### src/rtl/adc_boxcar_decimator.sv
// -----------------------------------------------------------------------------
// adc_boxcar_decimator
//
// Boxcar averager / decimator for one LTC2195 channel word. Each accepted
// sample has a programmable offset removed (with saturation to the W-bit
// range). The result is accumulated over N = 2^LOG2N samples, and the block
// mean is emitted as a W-bit signed word with a one-cycle strobe.
//
// Ports:
//   clk_in        system clock, rising edge
//   rst_in        synchronous active-high reset
//   enable_in     1 = run, 0 = idle (any partial block is discarded)
//   clear_in      one-cycle flush of the partial block, the pipeline and sat flag
//   offset_in     signed offset subtracted from data_in (same cycle)
//   data_in       signed ADC sample
//   valid_in      data_in is valid on this cycle
//   data_out      signed block mean, held between strobes
//   valid_out     one-cycle strobe marking a new data_out
//   sat_flag_out  sticky: an offset subtraction saturated
//   busy_out      high while in the ACCUM state
//
// Pipeline: stage 1 registers the saturated difference. Stage 2 accumulates
// it and, on the Nth sample, registers the mean. valid_out therefore rises
// two clocks after the valid_in that carried the Nth sample.
// -----------------------------------------------------------------------------
module adc_boxcar_decimator #(
    parameter int W     = 16,
    parameter int LOG2N = 4
) (
    input  logic                clk_in,
    input  logic                rst_in,
    input  logic                enable_in,
    input  logic                clear_in,
    input  logic signed [W-1:0] offset_in,
    input  logic signed [W-1:0] data_in,
    input  logic                valid_in,
    output logic signed [W-1:0] data_out,
    output logic                valid_out,
    output logic                sat_flag_out,
    output logic                busy_out
);

    localparam int ACCW = W + LOG2N;
    localparam logic [W-1:0]     SAMPLE_MAX = {1'b0, {(W-1){1'b1}}};
    localparam logic [W-1:0]     SAMPLE_MIN = {1'b1, {(W-1){1'b0}}};
    localparam logic [LOG2N-1:0] COUNT_LAST = {LOG2N{1'b1}};

    typedef enum logic {IDLE, ACCUM} state_t;

    state_t state_reg, state_next;
    logic   run;

    // ---------------- state machine ----------------
    always_ff @(posedge clk_in) begin
        if (rst_in) begin
            state_reg <= IDLE;
        end else begin
            state_reg <= state_next;
        end
    end

    // run is only asserted in ACCUM while enable_in is still high. The
    // IDLE->ACCUM transition cycle therefore takes no sample. Dropping enable
    // in ACCUM discards the pipeline on that same edge.
    always_comb begin
        state_next = state_reg;
        busy_out   = 1'b0;
        run        = 1'b0;
        case (state_reg)
            IDLE: begin
                if (enable_in) begin
                    state_next = ACCUM;
                end
            end
            ACCUM: begin
                busy_out = 1'b1;
                run      = enable_in;
                if (!enable_in) begin
                    state_next = IDLE;
                end
            end
            default: state_next = IDLE;
        endcase
    end

    // ---------------- stage 1: offset subtraction with saturation ----------------
    logic [W:0]   diff;
    logic         diff_ovf;
    logic [W-1:0] diff_sat;
    logic         take;

    always_comb begin
        diff     = {data_in[W-1], data_in} - {offset_in[W-1], offset_in};
        // The top two bits differ exactly when the result leaves the W-bit range.
        diff_ovf = diff[W] ^ diff[W-1];
        if (diff_ovf) begin
            diff_sat = diff[W] ? SAMPLE_MIN : SAMPLE_MAX;
        end else begin
            diff_sat = diff[W-1:0];
        end
        take = run && valid_in && !clear_in;
    end

    logic [W-1:0] s1_data_reg;
    logic         s1_valid_reg;
    logic         sat_flag_reg;

    always_ff @(posedge clk_in) begin
        if (rst_in) begin
            s1_data_reg  <= '0;
            s1_valid_reg <= 1'b0;
            sat_flag_reg <= 1'b0;
        end else begin
            s1_valid_reg <= take;
            if (take) begin
                s1_data_reg <= diff_sat;
            end
            if (clear_in) begin
                sat_flag_reg <= 1'b0;
            end else if (take && diff_ovf) begin
                sat_flag_reg <= 1'b1;
            end
        end
    end

    // ---------------- stage 2: accumulate and emit the block mean ----------------
    logic [ACCW-1:0]  acc_reg;
    logic [ACCW-1:0]  acc_next;
    logic [LOG2N-1:0] count_reg;
    logic [W-1:0]     data_out_reg;
    logic             valid_out_reg;
    logic             last_sample;

    always_comb begin
        acc_next    = acc_reg + {{LOG2N{s1_data_reg[W-1]}}, s1_data_reg};
        last_sample = (count_reg == COUNT_LAST);
    end

    always_ff @(posedge clk_in) begin
        if (rst_in) begin
            acc_reg       <= '0;
            count_reg     <= '0;
            data_out_reg  <= '0;
            valid_out_reg <= 1'b0;
        end else begin
            valid_out_reg <= 1'b0;
            if (clear_in || !run) begin
                // Flush, or idle/leaving ACCUM: drop the partial block and
                // any strobe it was about to produce.
                acc_reg   <= '0;
                count_reg <= '0;
            end else if (s1_valid_reg) begin
                if (last_sample) begin
                    // Taking the upper W bits is an arithmetic shift right by
                    // LOG2N, i.e. the mean rounded toward minus infinity.
                    data_out_reg  <= acc_next[ACCW-1:LOG2N];
                    valid_out_reg <= 1'b1;
                    acc_reg       <= '0;
                    count_reg     <= '0;
                end else begin
                    acc_reg   <= acc_next;
                    count_reg <= count_reg + LOG2N'(1);
                end
            end
        end
    end

    assign data_out     = data_out_reg;
    assign valid_out    = valid_out_reg;
    assign sat_flag_out = sat_flag_reg;

endmodule

### config.mk
export PLATFORM = sky130hd
export DESIGN_NAME = adc_boxcar_decimator
export DESIGN_NICKNAME = d
export VERILOG_FILES = /design/src/rtl/adc_boxcar_decimator.sv
export SDC_FILE = /design/constraint.sdc
export NUM_CORES = 1
export LEC_CHECK = 0
export CELL_PAD_IN_SITES_DETAIL_PLACEMENT = 2
export CELL_PAD_IN_SITES_GLOBAL_PLACEMENT = 2
export CORE_MARGIN = 2
export CORE_UTILIZATION = 33
export DETAILED_ROUTE_END_ITERATION = 7
export PLACE_DENSITY_LB_ADDON = 0.1
export SLEW_MARGIN = 20
export SYNTH_ARGS = -nofsm -noshare
export SYNTH_HDL_FRONTEND = slang
export SYNTH_SLANG_ARGS = --single-unit
### constraint.sdc
create_clock -name clk_in -period 2.86 [get_ports clk_in]
set_input_delay 0.286 -clock clk_in [delete_from_list [all_inputs] [get_ports clk_in]]
set_output_delay 0.286 -clock clk_in [all_outputs]
set_load 0.005 [all_outputs]
Yosys cells after proc, flatten, opt, wreduce, memory -nomap -nowiden
Index checks and enable logic that the tools add are counted. W data, S select, Z words.

Output and inout bits: 19. Latch bits: 0. Word-level logic and storage cells: 33. Bits in registers: 60. Input bits: 37. Memories kept: 0. Bits in read-only memories: 0. Bits in writable memories: 0.

Magnitude comparators: 0. Reduce and logical (&&, ||, !) cells: 10. Equality and inequality tests: 1. Shifts and indexed selects: 0. Bitwise operators: 3. $mul: 0. Divide/modulo/power cells: 0. Mux-type cells: 8. Add/sub/neg operators: 3.

Operators with widths (number): $mux W16 (2); $add A20 B20 Y20 (1); $mux W20 (1); $sub A16 B16 Y17 (1); $add A4 B1 Y4 const B (1); $eq A4 B4 Y1 const B (1); $mux W1 (4); $mux W4 (1); $reduce_or A2 Y1 (2); $logic_and A1 B1 Y1 (3); $reduce_and A3 Y1 (1); $reduce_or A3 Y1 (1); $logic_not A1 Y1 (2); $not A1 Y1 (2); $logic_or A1 B1 Y1 (1); $xor A1 B1 Y1 (1).

Logic depth before layout (Yosys ltp)
Depth after elaboration: 5. Mapped depth: 13. Depth with buffers taken out: 11.

Least setup slack after synthesis
OpenSTA, ideal clock, no wires.

Kind: input port to flip-flop. Start point: in data_in[0]. End point: reg s1_data_reg[11]. Stages on the path: 13. Arrival time: 2369 ps. Setup time: 119 ps. Buffers on the path: 2. Setup slack: 372 ps. Data required time: 2741 ps. Cells stage by stage: inv_1 -> ha_1 -> inv_1 -> fa_1 -> a21o_2 -> a311oi_2 -> nor2_1 -> a21oi_2 -> o32a_2 -> buf_6 -> buf_6 -> a21oi_1 -> o221a_2.

Word-level cells in the longest chain between the ends: 3. Elaborated cells on any way between the ends: 4. Classes of those cells: add/sub (1); mux (2); bitwise (1).

Ends and longest elaborated chain: start, declared (line 35) `input logic signed [W-1:0] data_in,`; $sub A16 B16 Y17 * (line 93) `diff = {data_in[W-1], data_in} - {offset_in[W-1], offset_in};`; $mux W16 or $xor A1 B1 Y1 (tied branches) (line 97, 95); $mux W16 * (line 96) `if (diff_ovf) begin`; end signal, assigned (line 116) `s1_data_reg <= diff_sat;`; end, declared (line 104) `logic [W-1:0] s1_data_reg;`.

Every way passes the cells marked *; elsewhere a longest branch is shown, timed or not. A chain may end at the register's enable or synchronous reset.

Worst setup path after layout
Start point: reg s1_data_reg[0]. End point: reg data_out_reg[10] (netlist: data_out[10]).

Word-level cells in the longest chain between the ends: 1.

Ends and longest elaborated chain: $add A20 B20 Y20 (line 135) `acc_next = acc_reg + {{LOG2N{s1_data_reg[W-1]}}, s1_data_reg};`; end signal, assigned (line 156) `data_out_reg <= acc_next[ACCW-1:LOG2N];`; end, declared (line 130) `logic [W-1:0] data_out_reg;`.

No other way between the ends.

==> results.json <==
{
  "drv_cap": 0,
  "vias_per_cell": 5.47,
  "cpPeakStageDelay_ps": 400,
  "yosysMostFrequentCell": "dfxtp_1",
  "final-setup-viol-count": 0,
  "status": "finished, final reports clean",
  "pre_cts_ws_ps": -187,
  "synthesis.area_um2": 4260,
  "crit_family": "compound AO/OA/AOI/OAI gates",
  "grt_setup_unrepaired": "no",
  "die_w_um": 118,
  "numCtsBuffers": 9,
  "drive_gt1_frac": 0.119,
  "place_congestion": 0.854,
  "path_buf_inv": 1,
  "io_buffers": 55,
  "final_nets": 666,
  "synth-seq-area-share": 0.282,
  "grt_antenna_before_repair": 0,
  "cts_resized": 0,
  "synth_warnings": 0,
  "post-route-drc-count": 0,
  "num_rows": 41,
  "die_area_um2": 13800,
  "seq_power_share": 0.344,
  "largest_register_ffs": 20,
  "maxSlewHeadroom": 0.559,
  "cp.arrival_ps": 2890,
  "finalWirelength_mm": 13.0,
  "io_pins": 56,
  "yosysTopAreaCell": "dfxtp_1",
  "pwr-share-clk": 0.476,
  "syn_to_final_growth_pct": 27.8,
  "worstSetupEndpointType": "register",
  "finalClockSkew_ps": 6.67,
  "hpwl_mm": 10.2,
  "vias": 4203,
  "powerDensity_nw_per_um2": 453,
  "hold_viol": 0,
  "p_comb_frac": 0.180,
  "start_util": 0.337,
  "cts_sinks": 60,
  "slew_violations": 0,
  "yosys.area.top_type_share": 0.282,
  "vdd_drop_max_uv": 267,
  "clk_pin_slew_ps": 50,
  "die_y_um": 118,
  "critical_path_class": "register to register",
  "synthTopCellsByArea": "dfxtp_1 28%, ha_1 11%, a21oi_1 6.1%",
  "grt_start_max_net_pins": 28,
  "drt_iter0_drc": 170,
  "first_global_vias": 4435,
  "yosysUniqueCellTypes": 70,
  "ys_ff_latch": 60,
  "final.period_utilization": 0.932,
  "synthArstFlopShare": 0,
  "synth_nets": 600,
  "cp_slowest_cell": "fa_1",
  "whs_ps": 454,
  "path_cells": "ha_1 -> inv_1 -> fa_1 -> and2b_1 -> o2111ai_1 -> a21oi_1 -> o21ai_1 -> a21o_1 -> and3_1 -> a311o_1",
  "routedWlPerCell_um": 16.9,
  "worstPathRequired_ps": 3090,
  "critPathMaxFanout": 8,
  "grt-ovfl-total": 0,
  "diodes": 0,
  "leakage_uw": 0.00215,
  "synth-main-ff-cell": "dfxtp_1",
  "drtAntennaViolNets": 0,
  "grt_util_all_layers": 0.193,
  "hp-class": "register to register",
  "cts_hold_buf": 0,
  "fmax_mhz": 375,
  "p_int_uw": 1840,
  "grt_pass1_wl_mm": 22.0,
  "synth-edff-count": 0,
  "tritoncts": "done",
  "synth_common_cells": "60 x dfxtp_1, 52 x a21oi_1, 51 x nand2_1",
  "setup_slack_ps": 195,
  "post_cts_buffers": 0,
  "cts-htree-levels": 3,
  "p_switching_uw": 631,
  "cts-root-buf": "clkbuf_16",
  "cp-start-kind": "register",
  "worstMarginPinSlew_ps": 661,
  "cts_max_path_buffers": 2,
  "synth_area_per_cell_um2": 8.11,
  "core_region_area_um2": 12600,
  "syn_inst": 525,
  "swShare": 0.256,
  "clock_latency_ps": 340,
  "dr.pass1.iters": 4,
  "finalCriticalPeriod_ps": 2670
}
## worst register-to-register path, delay by kind of cell, from the launching register on
family          cells  cell delay (ps)
compound gates      5             1110
flops               1              350
buf+inv             1               60
simple gates        2              450
fa+ha+maj           2              590
## kinds of logic after synthesis
logic type               synth area share
AO/OA/AOI/OAI                       0.304
XOR/XNOR                           0.0579
adder cells (fa/ha/maj)             0.118
buffers and inverters              0.0594
flip-flops                          0.282
multiplexers                      0.00705
AND/OR/NAND/NOR                     0.171
## layout make-up
type / count / area [um2]
fill: 1442 / 7180
inverter: 33 / 124
clock inverter: 5 / 75.1
timing repair buffer: 80 / 763
tap: 172 / 215
multi-input combinational: 407 / 2820
clock buffer: 11 / 243
sequential: 60 / 1200
## per-stage QoR
| stage | utilization | power [uW] | TNS, ps | instance area [um2] | cells |
|---|---|---|---|---|---|
| 2_1_floorplan | - | 1160 | 0 | 4260 | 525 |
| 3_3_place_gp | 0.405 | 1300 | -763 | 5110 | 752 |
| 3_5_place_dp | 0.405 | 1310 | -2040 | 5110 | 752 |
| 4_1_cts | 0.430 | 2490 | 0 | 5420 | 768 |
| 5_1_grt | 0.431 | 2580 | 0 | 5440 | 768 |
| 6_report | 0.431 | 2470 | 0 | 5440 | 768 |
## power by group through the flow
stage                     combinational [uW]  clock [uW]  sequential [uW]
after floorplan                          295           0              863
after global placement                   430           0              866
after detailed placement                 445           0              866
after CTS                                448        1200              848
after global routing                     497        1240              848
final                                    444        1170              848
## per-layer routing
metal  part of all wire  vias up  GRT usage
met5                  0        -          0
met4              0.015        0     0.0723
met3              0.023       11     0.0174
met2               0.50       67      0.345
met1               0.46     2067      0.242
li1                   -     2058          -
## layout by cell type, fill, tap and decap left out, drive strengths merged, types with 3 or more instances in the layout
master,Yosys,layout
a211oi,8,8
a21boi,3,3
a21o,13,13
a21oi,54,54
a22oi,9,9
a311oi,3,3
a31oi,10,10
a32o,5,5
and3,5,5
and4,4,4
buf,10,25
clkbuf,15,11
clkdlybuf4s50,0,55
clkinv,0,3
dfxtp,60,60
ha,36,36
inv,33,33
mux2i,3,3
nand2,51,51
nand2b,4,4
nand3,11,11
nand4,6,6
nor2,43,43
nor2b,4,4
nor3,7,7
nor4,4,4
o211ai,3,3
o21a,7,7
o21ai,36,36
o21bai,5,5
o221a,12,12
or2,3,3
or3,4,4
xnor2,15,15
xor2,11,11
## path summary, 6_finish.rpt
kind | startpoint | to | slack, ps | depth (start not counted)
setup / recovery | s1_data_reg[0]$_SDFFE_PP0P_ | data_out[10]$_SDFFE_PP0P_ | 190 | 10
hold / removal | data_out[0]$_SDFFE_PP0P_ | data_out[0]$_SDFFE_PP0P_ | 450 | 2
setup reg to reg | s1_data_reg[0]$_SDFFE_PP0P_ | data_out[10]$_SDFFE_PP0P_ | 190 | 10
hold reg to reg | data_out[0]$_SDFFE_PP0P_ | data_out[0]$_SDFFE_PP0P_ | 450 | 2
(Power assumes the default switching activity.)
